==> src/rtl/div_arbiter_pkg.sv <==
// Shared types and constants for the two-requester divider arbiter.
package div_arbiter_pkg;

    localparam int unsigned NUM_REQ = 2;
    localparam int unsigned DATA_W  = 32;

    localparam logic [DATA_W-1:0] DIV_ZERO_RESULT = 32'hFFFF_FFFF;

    typedef enum logic [2:0] {
        IDLE,
        LAUNCH,
        SETTLE,
        WAIT,
        RESP
    } state_t;

endpackage

==> src/rtl/div_arbiter_rr_arbiter2.sv <==
// Two-way round-robin pick: a lone requester wins, a tie goes to the one not served last.
module rr_arbiter2
    import div_arbiter_pkg::*;
(
    input  logic [NUM_REQ-1:0] req,
    input  logic               last,
    output logic [NUM_REQ-1:0] gnt
);

    assign gnt[0] = req[0] & (~req[1] | last);
    assign gnt[1] = req[1] & (~req[0] | ~last);

endmodule

==> src/rtl/div_arbiter.sv <==
// Shares one iterative divider between two requesters with round-robin arbitration,
// a single-cycle start pulse, a settle cycle and a ready watchdog.
module div_arbiter
    import div_arbiter_pkg::*;
#(
    parameter int unsigned TIMEOUT_CYCLES = 64
) (
    input  logic              clk,
    input  logic              rst,
    input  logic              req0,
    input  logic              req1,
    input  logic [DATA_W-1:0] dv0,
    input  logic [DATA_W-1:0] dv1,
    input  logic [DATA_W-1:0] dr0,
    input  logic [DATA_W-1:0] dr1,
    output logic              ack0,
    output logic              ack1,
    output logic [DATA_W-1:0] res0,
    output logic [DATA_W-1:0] res1,
    output logic              err0,
    output logic              err1,
    output logic [DATA_W-1:0] div_dv,
    output logic [DATA_W-1:0] div_dr,
    output logic              div_init,
    input  logic              div_ready,
    input  logic [DATA_W-1:0] div_result,
    output logic              busy,
    output logic [NUM_REQ-1:0] grant
);

    localparam int unsigned CW = $clog2(TIMEOUT_CYCLES + 1);

    state_t              state, state_nxt;
    logic [CW-1:0]       cnt, cnt_d;
    logic                last, last_d;
    logic [NUM_REQ-1:0]  pick, grant_d;
    logic [DATA_W-1:0]   win_dv, win_dr, dv_d, dr_d, res0_d, res1_d, rv;
    logic                ack0_d, ack1_d, err0_d, err1_d, init_d, busy_d, ev;
    logic                timed_out;

    rr_arbiter2 u_rr (
        .req  ({req1, req0}),
        .last (last),
        .gnt  (pick)
    );

    assign win_dv    = pick[1] ? dv1 : dv0;
    assign win_dr    = pick[1] ? dr1 : dr0;
    assign timed_out = (cnt == CW'(TIMEOUT_CYCLES - 1));

    always_ff @(posedge clk) begin
        if (rst) state <= IDLE;
        else     state <= state_nxt;
    end

    always_comb begin
        state_nxt = state;
        case (state)
            IDLE:    if (|pick) state_nxt = (win_dr == '0) ? RESP : LAUNCH;
            LAUNCH:  state_nxt = SETTLE;
            SETTLE:  state_nxt = WAIT;
            WAIT:    if (div_ready || timed_out) state_nxt = RESP;
            RESP:    state_nxt = IDLE;
            default: state_nxt = IDLE;
        endcase
    end

    // Next values for every registered output; ack/res/err are loaded on entry to RESP.
    always_comb begin
        grant_d = grant;
        dv_d    = div_dv;
        dr_d    = div_dr;
        cnt_d   = '0;
        last_d  = last;
        rv      = '0;
        ev      = 1'b1;
        case (state)
            IDLE: begin
                if (|pick) begin
                    grant_d = pick;
                    dv_d    = win_dv;
                    dr_d    = win_dr;
                    rv      = DIV_ZERO_RESULT;
                end
            end
            WAIT: begin
                cnt_d = cnt + CW'(1);
                if (div_ready) begin
                    rv = div_result;
                    ev = 1'b0;
                end
            end
            RESP: begin
                last_d  = grant[1];
                grant_d = '0;
            end
            default: ;
        endcase
        ack0_d = (state_nxt == RESP) && grant_d[0];
        ack1_d = (state_nxt == RESP) && grant_d[1];
        res0_d = ack0_d ? rv : res0;
        res1_d = ack1_d ? rv : res1;
        err0_d = ack0_d & ev;
        err1_d = ack1_d & ev;
        init_d = (state_nxt == LAUNCH);
        busy_d = (state_nxt != IDLE);
    end

    always_ff @(posedge clk) begin
        if (rst) begin
            grant    <= '0;
            div_dv   <= '0;
            div_dr   <= '0;
            cnt      <= '0;
            last     <= 1'b1;
            ack0     <= 1'b0;
            ack1     <= 1'b0;
            res0     <= '0;
            res1     <= '0;
            err0     <= 1'b0;
            err1     <= 1'b0;
            div_init <= 1'b0;
            busy     <= 1'b0;
        end else begin
            grant    <= grant_d;
            div_dv   <= dv_d;
            div_dr   <= dr_d;
            cnt      <= cnt_d;
            last     <= last_d;
            ack0     <= ack0_d;
            ack1     <= ack1_d;
            res0     <= res0_d;
            res1     <= res1_d;
            err0     <= err0_d;
            err1     <= err1_d;
            div_init <= init_d;
            busy     <= busy_d;
        end
    end

endmodule

==> config.mk <==
export PLATFORM = sky130hd
export DESIGN_NAME = div_arbiter
export DESIGN_NICKNAME = d
export VERILOG_FILES = /design/src/rtl/div_arbiter_pkg.sv /design/src/rtl/div_arbiter_rr_arbiter2.sv /design/src/rtl/div_arbiter.sv
export SDC_FILE = /design/constraint.sdc
export NUM_CORES = 1
export LEC_CHECK = 0
export CAP_MARGIN = 15
export CORE_MARGIN = 2
export CORE_UTILIZATION = 35
export CTS_CLUSTER_DIAMETER = 150
export CTS_CLUSTER_SIZE = 24
export DETAILED_ROUTE_END_ITERATION = 16
export PLACE_DENSITY = 0.71
export SYNTH_ARGS = -nofsm -noshare
export SYNTH_HDL_FRONTEND = slang
export SYNTH_HIERARCHICAL = 1
export SYNTH_SLANG_ARGS = --single-unit
==> constraint.sdc <==
create_clock -name clk -period 2.6 [get_ports clk]
set_clock_uncertainty 0.2 [all_clocks]
set_input_delay 0.52 -clock clk [delete_from_list [all_inputs] [get_ports clk]]
set_output_delay 0.52 -clock clk [all_outputs]
set_load 0.005 [all_outputs]
After elaboration in Yosys (flattened, before gate mapping)
Cells that the tools add are included.
{"block": "op_classes", "bitwise": 10, "add_sub_neg": 1, "reduce_logical": 9, "n_eq_ne": 7, "mux": 13}
{"operator": "32-bit 2-to-1 mux", "count": 4}
{"operator": "32-bit one-hot mux with 2 select lines", "count": 1}
{"operator": "32-bit zero test", "count": 1}
{"operator": "3-bit one-hot mux with 4 select lines", "count": 1}
{"operator": "3-bit 2-to-1 mux", "count": 3}
{"operator": "7-bit by 1-bit adder with 7-bit output (second input constant)", "count": 1}
{"operator": "7-bit by 6-bit == test with 1-bit output (second input constant)", "count": 1}
{"operator": "3-bit by 1-bit == test with 1-bit output (second input constant)", "count": 2}
{"operator": "3-bit by 2-bit == test with 1-bit output (second input constant)", "count": 2}
{"operator": "3-bit == test (second input constant)", "count": 2}
{"operator": "1-bit AND", "count": 4}
{"operator": "1-bit NOT", "count": 4}
{"operator": "2-bit one-hot mux with 2 select lines", "count": 1}
{"operator": "2-bit OR reduction", "count": 2}
{"operator": "3-bit zero test", "count": 1}
{"operator": "3-bit nonzero test", "count": 1}
{"operator": "1-bit logical AND", "count": 2}
{"operator": "1-bit 2-to-1 mux", "count": 2}
{"operator": "2-bit 2-to-1 mux", "count": 1}
{"operator": "1-bit bitwise OR", "count": 2}
{"operator": "2-bit AND reduction", "count": 1}
{"operator": "1-bit logical OR", "count": 1}
{"block": "word_totals", "in_bits": 165, "elab_cells": 54, "ff_bits": 147, "out_inout_bits": 136}

Longest topological paths before layout
Gate-level depths: netlist of run 1.
{"block": "logic_depth", "word_depth": 11, "depth_mapped": 10}

Cells and area by module
The synthesis of run 1 kept the hierarchy.
{"module": "div_arbiter", "seq_area_each_um2": 2942.8, "area_per_inst_um2": 6232.2, "n_inst": 1, "cells_each": 697}
{"module": "rr_arbiter2", "seq_area_each_um2": 0.0, "area_per_inst_um2": 18.8, "n_inst": 1, "cells_each": 3}

Least setup slack after synthesis of run 1
Ideal clock, no wire load.
{"block": "synth_path", "path_type": "input -> register", "from": "input req1", "to": "register res0[27]", "required_time_ns": 2.321, "setup_time_ns": 0.079, "t_arrival_ns": 2.090, "slack_ns": 0.231, "path_buffers": 3, "stages": 10, "path_cell_list": "a21boi_0 -> buf_6 -> nor4b_1 -> nand4_1 -> o22ai_2 -> nand4_2 -> and2_1 -> buf_6 -> buf_6 -> o211ai_1"}
{"block": "synth_via", "elab_chain_len": 8}
{"item": "start, declared", "line": "div_arbiter.sv:11", "rtl": "input logic req1,"}
{"item": "1-bit AND / 1-bit NOT (equally long branches)", "line": "div_arbiter_rr_arbiter2.sv:11, div_arbiter_rr_arbiter2.sv:10"}
{"item": "32-bit 2-to-1 mux / 1-bit bitwise OR (equally long branches)", "line": "div_arbiter.sv:48, div_arbiter_rr_arbiter2.sv:10"}
{"item": "32-bit zero test / 1-bit AND (equally long branches)", "line": "div_arbiter.sv:59, div_arbiter_rr_arbiter2.sv:10"}
{"item": "3-bit 2-to-1 mux / 2-bit OR reduction (equally long branches)", "line": "div_arbiter.sv:59, div_arbiter.sv:79"}
{"item": "3-bit 2-to-1 mux", "line": "div_arbiter.sv:59", "rtl": "IDLE: if (|pick) state_nxt = (win_dr == '0) ? RESP : LAUNCH;"}
{"item": "3-bit one-hot mux with 4 select lines", "line": "div_arbiter.sv:58", "rtl": "case (state)"}
{"item": "3-bit == test", "line": "div_arbiter.sv:99", "rtl": "ack0_d = (state_nxt == RESP) && grant_d[0];"}
{"item": "1-bit logical AND", "line": "div_arbiter.sv:99"}
{"item": "end signal, assigned", "line": "div_arbiter.sv:132", "rtl": "res0 <= res0_d;"}
{"item": "end, declared", "line": "div_arbiter.sv:18", "rtl": "output logic [DATA_W-1:0] res0,"}
Parallel ways exist; a longest one is shown, timed or not.
A chain may end at the register's enable or synchronous reset.

Final worst setup path of run 1
{"block": "layout_path", "from": "input req1", "to": "register res1[25]"}
{"block": "layout_via", "elab_chain_len": 8}
{"item": "1-bit AND *", "line": "div_arbiter_rr_arbiter2.sv:11", "rtl": "assign gnt[1] = req[1] & (~req[0] | ~last);"}
{"item": "named net pick[1]", "line": "div_arbiter.sv:36", "rtl": "logic [NUM_REQ-1:0] pick, grant_d;"}
{"item": "32-bit 2-to-1 mux", "line": "div_arbiter.sv:48", "rtl": "assign win_dr = pick[1] ? dr1 : dr0;"}
{"item": "32-bit zero test", "line": "div_arbiter.sv:59"}
{"item": "3-bit 2-to-1 mux (2 in a row)", "line": "div_arbiter.sv:59"}
{"item": "3-bit one-hot mux with 4 select lines", "line": "div_arbiter.sv:58"}
{"item": "3-bit == test", "line": "div_arbiter.sv:100", "rtl": "ack1_d = (state_nxt == RESP) && grant_d[1];"}
{"item": "1-bit logical AND", "line": "div_arbiter.sv:100"}
{"item": "end signal, assigned", "line": "div_arbiter.sv:133", "rtl": "res1 <= res1_d;"}
{"item": "end, declared", "line": "div_arbiter.sv:19", "rtl": "output logic [DATA_W-1:0] res1,"}
Mark *: on every way through the listed nets, which the timed path passes. The rest lies on a longest branch.

==> impl_results.md, run 1 <==
* Status: finished clean
* Synth Cell Area at 0.00625 mm²
* Measured slew at the worst slew-check pin at 754 ps
* PD cells at 636 mW/mm²
* Slew headroom at 0.498
* CP Data Arrival Time at 2600 ps
* Starting DRT DRC Count at 438
* WS Path Type: in2reg
* MaxCap Viol Count at 0
* Initial Util at 0.360
* Clock Sink Count at 147
* Core Footprint at 0.0174 mm²
* Number of remaining DRC errors at 0
* Share of the synthesized area in the top cell type at 0.471
* Clk_lat worst skew at 420 ps
* Unrepaired setup endpoints after global routing: no
* Mux contribution to synthesized area at 0.101
* Clock root buffer: clkbuf_16
* First-pass GRT wire length at 33.1 mm
* Fin crit period at 2490 ps
* Final wirelength at 22.0 mm
* Ant diodes at 0
* Fin crit share at 0.958
* # H-tree levels at 4
* CTS tree: built
* Commonest cells post-synth: 147 x dfxtp_1, 80 x nor2_1, 70 x nand2_1, 64 x a211oi_1, 63 x mux2i_1
* Fillers at 1509
* CP Cell Sequence: clkdlybuf4s50_1, a21boi_4, nor4b_4, nand4_1, o22ai_2, buf_4, a31oi_2, buf_4, clkbuf_16, nand2_1, o21ai_0
* Num CTS Buffers at 17
* Multi-input gate area at 0.00306 mm²
* Total GRT Usage at 0.228
* First-pass iteration count of the detailed router at 4
* Syn Area/Cell at 8.93 µm²
* Global placement routability congestion at 0.937
* Crit path capture type: flop
* Mapped Nets at 866
* Leakage at 3.76 nW
* Seq/Total Area, Yosys at 0.471
* Hold buffer count at CTS at 0
* Detailed-route via count at 6373
* Width of the die at 138 µm
* Maximum clock path buffer count at 2
* Die height at 138 µm
* Largest stage delay on the critical path at 490 ps
* Layout area overhead at 68.1%
* Register area at 0.00294 mm²
* Synth Area in Adders at 0.00200
* Ranking of synthesized cells by area: dfxtp_1 47%, mux2i_1 10%, a211oi_1 7.7%
* Layout cell share with drive strength beyond 1 at 0.100
* Top FF cell, synth: dfxtp_1
* CTS clock-pin slew for the worst setup and hold paths at 60 ps
* Via density at 5.14
* Pin count of the biggest net entering global routing at 66
* Crit-path max FO at 16
* Yosys top cell by area: dfxtp_1
* Synthesized flop and latch total at 147
* Worst hold path type: in2reg
* Synth Area in Simple Gates at 0.171
* Post-route ant nets at 0
* Top-count cell post-synth: dfxtp_1
* # nets final at 1168
* Final core utilization at 0.605
* Slew Limit Fails at 0
* Fmax at 0.402 GHz
* Critical path required time at 2710 ps
* Xor and xnor area share after synthesis at 0.00701
* Post-Syn Instances at 700
* Post-synth ARST share at 0
* # port buffers at 300
* Routed WL per cell at 17.7 µm
* Fin area at 0.0105 mm²
* Setup Viol. Count Final at 0
* Fin Hold WS at 223 ps
* Dpl cell area at 0.00975 mm²
* Vias in the first global route at 6028
* Initial antenna violation count at 0
* HPWL Detailed at 15.7 mm
* Slowest CP cell: clkdlybuf4s50_1
* Yosys warns at 6
* Critical path's most frequent cell: buf_4
* EDFF count, synth at 0
* I/O pin total at 301
* Maximum vdd ir drop at 0.521 mV
* Compound-Gate Fraction of Synth Area at 0.197
* Total negative slack at 0 ps
* Startpoint types: input pin
* Number of distinct library cells after synthesis at 47
* DIE AREA at 0.0189 mm²
* GR Overflow Total at 0
* Final Hold Vio Count at 0
* Main combinational cell family by area after synthesis: compound AO/OA/AOI/OAI gates
* Reg2Reg Setup Slack at 200 ps
* Row cnt at 48
flip-flops by register name (all words and copies together) (netlist names):
register / count
busy: 1
div_dr: 32
grant: 2
state: 3
err0: 1
div_init: 1
cnt: 7
res1: 32
last: 1
ack0: 1
ack1: 1
res0: 32
div_dv: 32
err1: 1
routing by layer:
metal  routed length [µm]  up-vias  track usage
met5                    0        -            0
met4                  724        0       0.0968
met3                 1260       47       0.0684
met2                10400      187        0.357
met1                 9560     2979        0.292
li1                     -     3160            -
worst max-delay path, delay by kind of cell:
kind	cells	cell delay (ps)
buffers and inverters	4	1010
AOI/OAI and AO/OA	4	630
and+or+nand+nor	3	430
cells in the final DEF (no fill, tap or decap), drive strengths merged, types with 2 or more instances in the layout:
cell | synthesis | routed
xor2 | 2 | 2
and3 | 4 | 4
clkinvlp | 0 | 2
and2 | 2 | 2
dfxtp | 147 | 147
clkinv | 0 | 5
nor2 | 82 | 82
mux2i | 63 | 63
bufinv | 0 | 6
nand4 | 36 | 36
a211oi | 64 | 64
o21ai | 40 | 40
clkbuf | 34 | 20
a21oi | 35 | 35
nand3 | 8 | 8
xnor2 | 3 | 3
clkdlybuf4s50 | 0 | 298
buf | 30 | 47
inv | 6 | 6
o211ai | 32 | 32
nor3 | 10 | 10
nand2 | 70 | 70
nor4 | 11 | 11
a2111oi | 2 | 2
nand2b | 2 | 2
a21boi | 2 | 2
per-stage QoR:
step | total power (W) | setup WS [ps] | cells
floorplan | 0.00307 | 231 | 700
global placement | 0.00389 | -557 | 1206
detailed placement | 0.00390 | -524 | 1206
CTS | 0.00672 | 35.1 | 1238
global route | 0.00695 | 8.09 | 1240
finish | 0.00668 | 109 | 1240
where the power goes:
group	switching, W	leakage, nW	internal [W]
clock	0.000986	0.323	0.00183
sequential	0.0000917	1.20	0.00242
combinational	0.000574	2.24	0.000782
total	0.00165	3.76	0.00503
final timing paths:
path / end / startpoint / cells after the start
max: res1[25] / req1 / 11
min: state[2] / rst / 2
max reg2reg: res1[25] / last / 11
min reg2reg: res1[2] / res1[2] / 2
cells by family (layout without fill, tap and decap cells):
kind of cell / after synthesis / count (layout)
AND/OR/NAND/NOR: 231 / 231
AO/OA/AOI/OAI: 183 / 183
flip-flops: 147 / 147
buffers and inverters: 70 / 385
multiplexers: 63 / 63
XOR/XNOR: 5 / 5
adder cells (fa/ha/maj): 1 / 1
repair_timing:
action	4_1_cts	5_1_grt
setup buffers	0	1
resized for setup	2	8
gates cloned	0	1
endpoints found under the setup margin	1	68
hold endpoints to repair	0	0
pin swaps	0	2
layout make-up:
type | instances | share of cell area
multi-input cells | 483 | 0.291
repair buffers | 347 | 0.335
inverters | 6 | 0.00214
flip-flops and latches | 147 | 0.280
clock inverters | 13 | 0.0220
clock buffers | 19 | 0.0422
well taps | 225 | 0.0268
Note: power is estimated with default switching activity, not from simulation.
==> run 2, diff against run 1 <==
--- a/config.mk
+++ b/config.mk
@@ -6,6 +6,7 @@
 export NUM_CORES = 1
 export LEC_CHECK = 0
 export CAP_MARGIN = 15
+export CORE_ASPECT_RATIO = 1.2
 export CORE_MARGIN = 2
 export CORE_UTILIZATION = 35
 export CTS_CLUSTER_DIAMETER = 150
==> run 2 against run 1 <==
Against the previous run:
- via count grew 0.58%
- fmax up 2.6%
- design area is 1.8% lower
- first-iteration DRC count shrank 32%
- clock-buffer cell count increased by 1
- critical path depth shrank 2
- non-clock buffer count decreased by 5
==> impl_results.md, run 2 (synthesized netlist as in run 1, its figures left out) <==
* Status: finished clean
* DIE AREA at 0.0189 mm²
* # H-tree levels at 4
* Crit path from: req1
* Non-filler cells, final at 1229
* Worst hold path type: reg2reg
* Final Power at 0.00624 W
* Critical path required time at 2740 ps
* Core Footprint at 0.0175 mm²
* Ant diodes at 0
* # port buffers at 300
* Fmax at 0.412 GHz
* Leakage at 3.68 nW
* MaxCap Viol Count at 0
* Layout area overhead at 65.1%
* CTS tree: built
* Hold buffer count at CTS at 0
* Most common cell after layout, fill and taps aside: clkdlybuf4s50_1
* Slew headroom at 0.671
* Num CTS Buffers at 17
* CTS clock-pin slew for the worst setup and hold paths at 60 ps
* Number of remaining DRC errors at 0
* WS Path Type: in2reg
* Final Hold Vio Count at 0
* Clock Sink Count at 147
* Most frequent cells in the layout: 298 x clkdlybuf4s50_1, 147 x dfxtp_1, 79 x nor2_1
* Via density at 5.22
* Maximum clock path buffer count at 2
* Setup Viol. Count Final at 0
* I/O pin total at 301
* Initial Util at 0.357
* Global placement routability congestion at 0.907
* Fin crit period at 2430 ps
* First-pass iteration count of the detailed router at 4
* # nets final at 1163
* First-pass GRT wire length at 33.7 mm
* Unrepaired setup endpoints after global routing: no
* Maximum vdd ir drop at 0.401 mV
* Slew Limit Fails at 0
* Fin crit share at 0.934
* Width of the die at 126 µm
* Clk_lat worst skew at 410 ps
* Total GRT Usage at 0.225
* Starting DRT DRC Count at 300
* Initial antenna violation count at 0
* Measured slew at the worst slew-check pin at 493 ps
* Clock root buffer: clkbuf_16
* Routed WL per cell at 17.8 µm
* Detailed-route via count at 6410
* Crit path capture type: flop
* Startpoint types: input pin
* FF-to-FF Start: cnt[0]
* CP Data Arrival Time at 2570 ps
* GR Overflow Total at 0
* HPWL Detailed at 16.1 mm
* Crit-path max FO at 32
* Hold path start: res1[16]
* PD cells at 605 mW/mm²
* Layout cell share with drive strength beyond 1 at 0.0942
* Post-route ant nets at 0
* Row cnt at 53
* Vias in the first global route at 6183
* Fillers at 1591
* Die height at 150 µm
* Pin count of the biggest net entering global routing at 65
* Final wirelength at 21.9 mm
* Post-Place Cells at 1198
==> run 2: path summary, 6_finish.rpt <==
kind / endpoint / slack, ps / cells after the start
max reg2reg: res0[6] / 360 / 8
min reg2reg: res1[16] / 250 / 2
max: res0[13] / 170 / 9
min: res1[16] / 250 / 2
==> run 2: report_power, final <==
part | leakage, nW | switching (W) | internal [W]
Clock | 0.273 | 0.000968 | 0.00144
Combinational | 2.21 | 0.000565 | 0.000762
Sequential | 1.20 | 0.0000900 | 0.00242
Total | 3.68 | 0.00162 | 0.00462
==> run 2: through the flow <==
step | TNS, ps | hold slack [ps] | util | cell area [µm²] | setup WS, ps
4_1_cts | 0 | 249 | 0.588 | 10300 | 25.3
3_3_place_gp | -19200 | 230 | 0.555 | 9710 | -308
5_1_grt | 0 | 267 | 0.590 | 10300 | 30.5
2_1_floorplan | 0 | 213 | - | 6250 | 231
6_report | 0 | 246 | 0.590 | 10300 | 172
3_5_place_dp | -21170 | 241 | 0.555 | 9710 | -367
==> run 2: metal layers <==
| metal | GRT usage | up-vias | share of wire |
|---|---|---|---|
| met3 | 0.0853 | 24 | 0.096 |
| met1 | 0.261 | 2960 | 0.40 |
| met4 | 0.0698 | 0 | 0.017 |
| li1 | - | 3160 | - |
| met2 | 0.387 | 266 | 0.49 |
| met5 | 0 | - | 0 |
==> run 2: worst max-delay path, cell delays in order <==
cell and delay, ps:
clkdlybuf4s50_1 510, a21boi_4 260, nor4b_4 220, nand4_1 130, o22ai_2 200, nand4_2 160
and2_4 190, buf_12 160, o211ai_1 190
==> run 2: repair_timing <==
| item | CTS | global route |
|---|---|---|
| buffers inserted | 0 | 0 |
| resized for setup | 0 | 9 |
| setup endpoints to repair | 0 | 68 |
==> run 2: cell type report <==
| type | count | area, µm² | area share |
|---|---|---|---|
| clock buffers | 20 | 447 | 0.0433 |
| clock inverters | 11 | 128 | 0.0124 |
| inverters | 6 | 22.5 | 0.00218 |
| multi-input cells | 483 | 3050 | 0.296 |
| flip-flops and latches | 147 | 2940 | 0.285 |
| well taps | 220 | 275 | 0.0267 |
| repair buffers | 342 | 3450 | 0.335 |
==> run 3, diff against run 2 <==
--- a/config.mk
+++ b/config.mk
@@ -5,7 +5,7 @@
 export SDC_FILE = /design/constraint.sdc
 export NUM_CORES = 1
 export LEC_CHECK = 0
-export CAP_MARGIN = 15
+export CAP_MARGIN = 30
 export CORE_ASPECT_RATIO = 1.2
 export CORE_MARGIN = 2
 export CORE_UTILIZATION = 35
==> results of run 3 <==
No change in the layout: final DEF, timing and power equal those of run 2.
